**config.mk**
```make
export PLATFORM = sky130hd
export DESIGN_NAME = push_arbiter
export DESIGN_NICKNAME = d
export VERILOG_FILES = /design/src/rtl/push_arbiter.sv
export SDC_FILE = /design/constraint.sdc
export NUM_CORES = 1
export LEC_CHECK = 0
export CAP_MARGIN = 20
export CORE_UTILIZATION = 35
export DETAILED_ROUTE_END_ITERATION = 10
export PLACE_DENSITY = 0.5
export SLEW_MARGIN = 20
export SYNTH_ARGS = -nofsm -noshare
export SYNTH_HDL_FRONTEND = slang
export SYNTH_SLANG_ARGS = --single-unit
```
**constraint.sdc**
```tcl
create_clock -name clk -period 1.8 [get_ports clk]
set_input_delay 0.18 -clock clk [delete_from_list [all_inputs] [get_ports clk]]
set_output_delay 0.18 -clock clk [all_outputs]
set_load 0.01 [all_outputs]
```
**src/rtl/push_arbiter.sv**
```systemverilog
// Two-button push arbiter: synchronizes and debounces two raw pushbuttons, then
// reports which button was pressed first in each round (or a same-cycle tie).
module push_arbiter #(
  parameter int unsigned DB_CYCLES = 4
) (
  input  logic clk,
  input  logic rst,
  input  logic pb_l,
  input  logic pb_r,
  output logic winrnd,
  output logic right,
  output logic tie,
  output logic ready
);

  typedef enum logic [1:0] {
    ST_WAIT_REL = 2'b00,
    ST_IDLE     = 2'b01
  } state_t;

  localparam logic [7:0] LP_DB_LAST = 8'(DB_CYCLES - 1);

  // Channel index 0 is the left button, index 1 the right button.
  logic [1:0] w_pbRaw;
  logic [1:0] r_sync1;
  logic [1:0] r_sync2;
  logic [1:0] r_deb;
  logic [7:0] r_cnt [2];
  logic [1:0] r_quietCnt;
  logic       w_quiet;

  state_t r_state;
  state_t w_stateNext;
  logic   r_winrnd;
  logic   r_tie;
  logic   r_right;
  logic   r_ready;
  logic   w_winrndNext;
  logic   w_tieNext;
  logic   w_rightNext;
  logic   w_readyNext;

  assign w_pbRaw = {pb_r, pb_l};

  always_ff @(posedge clk or negedge rst) begin
    if (!rst) begin
      r_sync1 <= '0;
      r_sync2 <= '0;
    end else begin
      r_sync1 <= w_pbRaw;
      r_sync2 <= r_sync1;
    end
  end

  // The level flips on the DB_CYCLES-th consecutive differing sample; any agreeing sample restarts the count.
  always_ff @(posedge clk or negedge rst) begin
    if (!rst) begin
      r_deb    <= '0;
      r_cnt[0] <= '0;
      r_cnt[1] <= '0;
    end else begin
      for (int i = 0; i < 2; i++) begin
        if (r_sync2[i] == r_deb[i]) begin
          r_cnt[i] <= '0;
        end else if (r_cnt[i] >= LP_DB_LAST) begin
          r_deb[i] <= r_sync2[i];
          r_cnt[i] <= '0;
        end else if (r_cnt[i] != 8'hFF) begin
          r_cnt[i] <= r_cnt[i] + 8'd1;
        end
      end
    end
  end

  // Re-arming also needs the synchronizer stages to have been low for a couple of
  // cycles, so a button held through reset release cannot arm the arbiter.
  assign w_quiet = (r_sync1 == 2'b00) && (r_sync2 == 2'b00) && (r_deb == 2'b00);

  always_ff @(posedge clk or negedge rst) begin
    if (!rst) begin
      r_quietCnt <= '0;
    end else if (!w_quiet) begin
      r_quietCnt <= '0;
    end else if (r_quietCnt != 2'b11) begin
      r_quietCnt <= r_quietCnt + 2'd1;
    end
  end

  always_ff @(posedge clk or negedge rst) begin
    if (!rst) begin
      r_state  <= ST_WAIT_REL;
      r_winrnd <= 1'b0;
      r_tie    <= 1'b0;
      r_right  <= 1'b0;
      r_ready  <= 1'b0;
    end else begin
      r_state  <= w_stateNext;
      r_winrnd <= w_winrndNext;
      r_tie    <= w_tieNext;
      r_right  <= w_rightNext;
      r_ready  <= w_readyNext;
    end
  end

  always_comb begin
    w_stateNext  = ST_WAIT_REL;
    w_winrndNext = 1'b0;
    w_tieNext    = 1'b0;
    w_rightNext  = r_right;
    w_readyNext  = 1'b0;
    case (r_state)
      ST_WAIT_REL: begin
        if (w_quiet && (r_quietCnt >= 2'd2)) begin
          w_stateNext = ST_IDLE;
          w_readyNext = 1'b1;
        end
      end
      ST_IDLE: begin
        case (r_deb)
          2'b00: begin
            w_stateNext = ST_IDLE;
            w_readyNext = 1'b1;
          end
          2'b01: begin
            w_winrndNext = 1'b1;
            w_rightNext  = 1'b0;
          end
          2'b10: begin
            w_winrndNext = 1'b1;
            w_rightNext  = 1'b1;
          end
          default: begin
            w_winrndNext = 1'b1;
            w_tieNext    = 1'b1;
          end
        endcase
      end
      default: begin
        w_stateNext = ST_WAIT_REL;
      end
    endcase
  end

  assign winrnd = r_winrnd;
  assign tie    = r_tie;
  assign right  = r_right;
  assign ready  = r_ready;

endmodule

```
==> results.cfg <==
[finish]
drive_above_1_share_pct = 12.2
nNetsFinal = 110
stdcell_count = 129
final_core_util_pct = 44.9
diodes = 0
fillers = 256
fin_area_sq_um = 1250
area_growth_pct = 20.2

[clocking]
cts_tree = yes
clockBufferDepth = 2
htreeDepth = 1
post_cts_resized = 0
numCtsBuffers = 3
clk_pin_slew_ns = 0.14
postCtsHoldBufs = 0
cts_setup_buffers = 0
root_buffer = clkbuf_4
clock_latency_ns = 0.32
clock_sinks = 28

[routing]
drt_pass1_iterations = 3
drt_iter0_markers = 15
vias = 559
drt-total-wl_mm = 1.30
drcViolationCount = 0
drt-vias-per-instance = 4.33
ant_nets = 0
wl_per_cell_microns = 10.1

[die]
chipHeight_microns = 56.5
initial_core_util_pct = 37.4
io-pin-count = 8
die_x_microns = 56.5
row_count = 19
die_area_sq_um = 3190
core_region_area_sq_um = 2780

[timing]
slew_viol_final = 0
period_share_pct = 81.7
fmax_mhz = 680
rsz0062_at_grt = false
period_minus_slack_ns = 1.47
final_hold_viol_count = 0
clock_skew_ns = 0.00384
setup_viol = 0
tns_ns = 0

[global_routing]
grt-ovfl-total = 0
grt_first_pass_wirelength_mm = 2.64
grt_usage_pct = 10.8
grt_pass1_vias = 609
antenna_found_initial = 0
grt_max_degree = 29

[placement]
dp_cells = 125
hpwl_microns = 940
place_area_sq_um = 1200
port_buffers = 7
gp_congestion = 0.692

[pwr]
power_uw = 1110
power.density_nw_per_um2 = 886
leakagePower_uw = 0.000595
peakVddDrop_mv = 0.497

[worst_setup_path]
cp_max_fo = 5
r2r_end = ready$_DFF_PN0_
r2r-start = r_deb[1]$_DFFE_PN0P_
crit_end = ready
cp_slowest_cell = clkdlybuf4s50_1
crit_type = flop to primary output
cp.arrival_ns = 1.29
crit_buf_inv = 1
crit_path_cell_trace = clkdlybuf4s50_1
crit_start = ready$_DFF_PN0_
start_kind = flop
reg2reg_depth = 5
slowest_delay_ns = 0.55
cp-end-kind = primary output
crit_required_ns = 1.62
reg2reg_slack_ns = 0.38
cp.depth = 1
cp_top_family = buffers and inverters

[yosys]
synth_area_leaders = dfrtp_1, ha_1, mux2_2
synth_area_leader_cell = dfrtp_1
mappedNetlistArea_sq_um = 1040
yosysUniqueCellTypes = 19
ys_seq_area_share_pct = 67.4
synth_warnings = 0
synthCells = 75
synth.avg_cell_area_sq_um = 13.9
synth-seq-cells = 28
synth_top_area_share_pct = 67.4

[job]
maxCapViolCount = 0

[worst_hold_path]
holdCritPathClass = primary input to async pin

[status]
status = complete, no violations
==> worst min-delay path by stage <==
| stage | start | end | slack, ns | cells past startpoint |
|---|---|---|---|---|
| 2_1_floorplan | rst | r_cnt[0]$_DFFE_PN0P_ | -0.12 | 0 |
| 3_3_place_gp | r_sync1[0]$_DFF_PN0_ | r_sync2[0]$_DFF_PN0_ | 0.38 | 0 |
| 3_5_place_dp | r_sync1[1]$_DFF_PN0_ | r_sync2[1]$_DFF_PN0_ | 0.38 | 0 |
| 4_1_cts | rst | r_cnt[9]$_DFFE_PN0P_ | 0.20 | 2 |
| 5_1_grt | rst | r_cnt[15]$_DFFE_PN0P_ | 0.23 | 2 |
| 6_report | rst | r_cnt[15]$_DFFE_PN0P_ | 0.21 | 2 |
==> routing by layer <==
| metal | routed length [microns] | vias up | share of wire [%] | track usage [%] |
|---|---|---|---|---|
| li1 | - | 286 | - | - |
| met1 | 621 | 265 | 48 | 14.6 |
| met2 | 615 | 6 | 47 | 16.1 |
| met3 | 46 | 2 | 3.5 | 2.07 |
| met4 | 13 | 0 | 1.0 | 6.27 |
| met5 | 0 | - | 0 | 0 |
==> layout by cell type, fill, tap and decap left out, drive strengths merged, types with 2 or more instances in the layout <==
master	synthesis	layout
nand3	2	2
nand2	4	4
clkdlybuf4s50	0	7
a21oi	5	5
dfrtp	28	28
inv	5	5
ha	7	7
nor2	4	4
nand4	2	2
nor3	2	2
xor2	3	3
nor4	2	2
clkbuf	0	3
conb	1	12
and4	2	2
mux2	3	3
==> registers in the layout, summed over array words and instances, names as in the netlist <==
register,cells
r_deb,2
r_sync2,2
ready,1
winrnd,1
right,1
r_quietCnt,2
tie,1
r_cnt,16
r_sync1,2
==> logic make-up after synthesis <==
| kind of cell | after synthesis | synth area share, % |
|---|---|---|
| xor gates and xnor gates | 3 | 2.53 |
| muxes | 3 | 3.25 |
| and+or+nand+nor | 22 | 13.0 |
| AOI/OAI and AO/OA | 6 | 3.25 |
| buffers and inverters | 5 | 1.81 |
| DFF | 28 | 67.4 |
| other | 1 | 0.361 |
| adders and majority gates | 7 | 8.42 |
==> where the power goes <==
group | switching, uW | internal, uW
clock | 178 | 225
combinational | 22.9 | 17.1
sequential | 14.2 | 650
total | 215 | 893
==> synthesized netlist by cell type, drive strengths merged <==
library cell and count:
dfrtp 28, ha 7, a21oi 5, inv 5, nand2 4, nor2 4
mux2 3, xor2 3, and4 2, nand3 2, nand4 2, nor3 2
nor4 2, and2 1, conb 1, nand2b 1, nor2b 1, o21ai 1
or4 1
==> metrics by stage <==
step	setup slack, ns	hold WS (ns)
final	0.329	0.207
after global routing	0.239	0.227
after CTS	0.302	0.197
after detailed placement	0.400	0.378
after global placement	0.422	0.376
after floorplan	0.477	-0.116
==> layout make-up <==
class | instances | area (sq um) | share of cell area, %
tap | 31 | 38.8 | 3.10
clock buffer | 3 | 22.5 | 1.80
clock inverter | 1 | 30.0 | 2.40
multi-input combinational | 53 | 362 | 28.9
inverter | 5 | 18.8 | 1.50
timing repair buffer | 8 | 77.6 | 6.21
sequential | 28 | 701 | 56.1
Note: power is estimated with default switching activity, not from simulation.
